$ cat src/rtl/stream_max_finder.sv
// Streams a window of N samples through an external comparator and keeps the running max and its index.
// Optional STREAM_ABORT_EN adds an abort input that drops the window back to IDLE without done_tick.
module stream_max_finder #(
    parameter int W  = 8,
    parameter int N  = 16,
    parameter int CW = 4
) (
    input  logic          clk,
    input  logic          reset,
    input  logic          start,
    input  logic          mode,
    input  logic [W-1:0]  din,
    input  logic          din_valid,
`ifdef STREAM_ABORT_EN
    input  logic          abort,
`endif
    output logic          din_ready,
    output logic [W-1:0]  comp_a,
    output logic [W-1:0]  comp_b,
    output logic          comp_mode,
    input  logic          comp_agtb,
    output logic [W-1:0]  max_val,
    output logic [CW-1:0] max_idx,
    output logic          busy,
    output logic          done_tick
);

    typedef enum logic [1:0] {IDLE, TRACK, DONE} state_t;

    state_t          state_q, state_d;
    logic [CW-1:0]   count_q, count_d;
    logic [W-1:0]    max_val_q, max_val_d;
    logic [CW-1:0]   max_idx_q, max_idx_d;
    logic            mode_q, mode_d;

    assign comp_a    = din;
    assign comp_b    = max_val_q;
    assign comp_mode = mode_q;
    assign max_val   = max_val_q;
    assign max_idx   = max_idx_q;

    always_ff @(posedge clk or posedge reset) begin
        if (reset) begin
            state_q   <= IDLE;
            count_q   <= '0;
            max_val_q <= '0;
            max_idx_q <= '0;
            mode_q    <= 1'b0;
        end else begin
            state_q   <= state_d;
            count_q   <= count_d;
            max_val_q <= max_val_d;
            max_idx_q <= max_idx_d;
            mode_q    <= mode_d;
        end
    end

    always_comb begin
        state_d   = state_q;
        count_d   = count_q;
        max_val_d = max_val_q;
        max_idx_d = max_idx_q;
        mode_d    = mode_q;
        din_ready = 1'b0;
        busy      = 1'b0;
        done_tick = 1'b0;
        case (state_q)
            IDLE: begin
                if (start) begin
                    mode_d  = mode;
                    count_d = '0;
                    state_d = TRACK;
                end
            end
            TRACK: begin
                busy      = 1'b1;
                din_ready = 1'b1;
`ifdef STREAM_ABORT_EN
                if (abort) begin
                    state_d = IDLE;
                end else
`endif
                if (din_valid) begin
                    // first sample seeds the max; later ones need a strict win so ties keep the earliest index
                    if (count_q == '0 || comp_agtb) begin
                        max_val_d = din;
                        max_idx_d = count_q;
                    end
                    count_d = count_q + CW'(1);
                    if (count_q == CW'(N - 1))
                        state_d = DONE;
                end
            end
            DONE: begin
                done_tick = 1'b1;
                state_d   = IDLE;
            end
            default: state_d = IDLE;
        endcase
    end

endmodule

$ cat config.mk
export PLATFORM = sky130hd
export DESIGN_NAME = stream_max_finder
export DESIGN_NICKNAME = d
export VERILOG_FILES = /design/src/rtl/stream_max_finder.sv
export SDC_FILE = /design/constraint.sdc
export NUM_CORES = 1
export LEC_CHECK = 0
export ABC_CLOCK_PERIOD_IN_PS = 4800
export CAP_MARGIN = 40
export CORE_MARGIN = 3
export CORE_UTILIZATION = 45
export CTS_BUF_LIST = sky130_fd_sc_hd__clkbuf_8
export DETAILED_ROUTE_END_ITERATION = 16
export PLACE_DENSITY_LB_ADDON = 0.1
export SLEW_MARGIN = 20
export SYNTH_ARGS = -nofsm -noshare
export SYNTH_HDL_FRONTEND = slang
export SYNTH_SLANG_ARGS = --single-unit
$ cat constraint.sdc
create_clock -name clk -period 4.8 [get_ports clk]
set_input_delay 1.2 -clock clk [delete_from_list [all_inputs] [get_ports clk]]
set_output_delay 1.2 -clock clk [all_outputs]
set_load 0.02 [all_outputs]
==> results.txt <==
Post-CTS Setup Bufs = 0
Avg WL per Cell = 13.7 um
FMAX = 286 MHz
Post-route DRC = 0
Hold WC Path Type = register to register
Synth Cell Area = 1020 sq um
PostCTS Resize Cnt = 0
dominant cells by area after synthesis = dfrtp_1 47%, buf_4 13%, mux2_4 12%
pre-CTS WS = 1.29 ns
Area Growth Syn to Fin = 37.6%
via/cell ratio = 5.00
Async S/R FF share, synth = 100%
Synth Flop Type = dfrtp_1
TritonCTS clock tree = done
post-synthesis area per instance = 12.6 sq um
number of fill cells = 164
Final Cell Area = 1400 sq um
Seq pwr share = 33.9%
CTS max path bufs = 2
clock share of power = 12.7%
GRT Total Usage = 14.6%
max cap viols = 0
# port buffers = 45
DR WL met3 = 143 um
Synth top cells by count = 19 x dfrtp_1, 18 x buf_4, 8 x mux2_4
endpoints failing setup = 0
CP max-delay cell = clkdlybuf4s50_1
sequential element share of the synthesized area = 46.7%
PD cells = 594 nW/um^2
crit-path max cell delay = 0.61 ns
Root Buffer = clkbuf_8
max layer used = met4
Antenna Nets Post-Route = 0
CP Class = primary input to output port
GPL Wtd Cong = 0.651
Clock Sinks = 19
io pins = 46
ant diodes = 0
DRT met1 WL = 796 um
Net Sw Frac = 36.6%
unrepaired setup endpoints after global routing = no
Synthesis Warnings = 0
Worst Hold Depth = 1
Startpoint Class = primary input
largest net degree at the start of global routing = 20
total grt overflow = 0
post-DP HPWL = 1380 um
crit share post-route = 72.7%
CP startpoint = din[6]
post-synthesis instance total = 81
die area = 2870 sq um
Tmin final = 3.49 ns
Leak Pwr = 0.625 nW
Vias = 690
Max VDD drop = 0.000336 V
top-area cell type share of the netlist area = 46.7%
hold_sp = max_idx[3]
Rel. slew slack = 48.2%
Worst-Margin Slew = 0.776 ns
Sw Pwr = 0.305 mW
Buf/Inv on CP = 2
initial antenna violation count = 0
vias in the first global route = 658
Final WS setup = 1.31 ns
Max Slew Vio Count = 0
CTS Hold Buffers Added = 0
Die W = 53.5 um
synthesis-stage register bit count = 19
DRT iter0 DRCs = 2
Mapped Nets = 97
final net count = 128
setup_tns = 0 ns
Synth cell types = 29
leading area contributor after synthesis = dfrtp_1
routed wire length = 1890 um
H-tree levels = 1
Most common cell on crit path = clkdlybuf4s50_1
Post-DP Area = 1360 sq um
Layout Skew = 0.00310 ns
Skew-Pair Late Insertion Delay = 0.25 ns
Critical Path RT = 3.60 ns
CTS Buf Count = 3
first-pass GRT wire length = 2970 um
share of cells above drive strength 1 = 17.1%
final hold vios = 0
Die Height = 53.5 um
Max FO, Critical Path = 2
met2 WL = 939 um
status = complete, no violations
Critical R2R Launch = count_q[0]
Critical Path End Type = output port
WP depth = 2
critical path cell sequence = clkdlybuf4s50_1 > clkdlybuf4s50_1
Initial Utilization = 49.8%
number of flops mapped to enable cells by yosys = 0
Comb power frac = 53.4%
setup slack, reg-to-reg = 2.81 ns
Rows = 16
Worst Path Arrival = 2.29 ns
Overall Power = 0.831 mW
CTS clk-pin slew, worst paths = 0.07 ns
Core ar. = 2040 sq um
kind of cell adding the most delay to the critical path = buffers and inverters
cell with the most instances after synthesis = dfrtp_1
Int Power = 0.527 mW
drt pass-1 iters = 2
R2R depth = 5
[state kept, by name, indices dropped and copies added, names as in the netlist]
name	count
comp_b	8
count_q	4
max_idx	4
state_q	2
comp_mode	1
[power by group through the flow]
stage / clock network (mW) / logic, mW / registers (mW)
final: 0.106 / 0.443 / 0.282
after global routing: 0.117 / 0.475 / 0.291
after CTS: 0.111 / 0.450 / 0.283
after detailed placement: 0 / 0.446 / 0.284
after global placement: 0 / 0.438 / 0.282
after floorplan: 0 / 0.238 / 0.334
[routing by layer]
layer | vias to the layer above | global-route usage [%]
li1 | 328 | -
met1 | 335 | 18.6
met2 | 25 | 23.3
met3 | 2 | 3.88
met4 | 0 | 6.38
met5 | - | 0
[cell usage in the layout, fill, tap and decap left out, drive strengths merged]
| master | Yosys | final |
|---|---|---|
| ha | 2 | 2 |
| mux2 | 11 | 11 |
| o21ai | 2 | 2 |
| a211oi | 1 | 1 |
| nand2b | 1 | 1 |
| nand2 | 2 | 2 |
| and4 | 1 | 1 |
| nor2b | 1 | 1 |
| mux2i | 1 | 1 |
| a21boi | 1 | 1 |
| and3 | 1 | 1 |
| clkbuf | 0 | 3 |
| o21bai | 1 | 1 |
| a21oi | 1 | 1 |
| o22ai | 1 | 1 |
| clkdlybuf4s50 | 0 | 45 |
| a31o | 1 | 1 |
| a32o | 2 | 2 |
| nor3b | 2 | 2 |
| inv | 5 | 6 |
| and2b | 1 | 1 |
| dfrtp | 19 | 19 |
| and2 | 1 | 1 |
| a22o | 2 | 2 |
| and4bb | 1 | 1 |
| and3b | 1 | 1 |
[final timing paths]
| check | to |
|---|---|
| worst max register to register | comp_b[6] |
| worst min-delay path | max_idx[3] |
| worst max-delay path | comp_a[6] |
| min in group asynchronous | max_idx[0] |
| max in group asynchronous | comp_b[2] |
| worst min register to register | max_idx[3] |
[through the flow]
stage / cells / hold WS [ns] / util (%)
final: 138 / 0.497 / 68.6
after global routing: 138 / 0.505 / 68.6
after CTS: 138 / 0.500 / 68.6
after detailed placement: 134 / 0.484 / 66.4
after global placement: 134 / 0.480 / 66.4
after floorplan: 81 / 0.535 / -
[logic make-up (layout without fill, tap and decap cells)]
group	count (synthesis)	after routing	synth area share [%]
buf+inv	24	54	16.2
flops	19	19	46.7
compound gates	12	12	9.23
mux	12	12	16.1
simple gates	12	12	9.23
fa+ha+maj	2	2	2.46
[cell type report]
type                    count  area [sq um]  area share [%]
repair buffers             45           450            32.2
flip-flops and latches     19           475            34.0
well taps                  27          33.8            2.41
multi-input cells          38           377            26.9
clock inverters             1          3.75           0.268
clock buffers               3          41.3            2.95
inverters                   5          18.8            1.34
(Power assumes the default switching activity.)
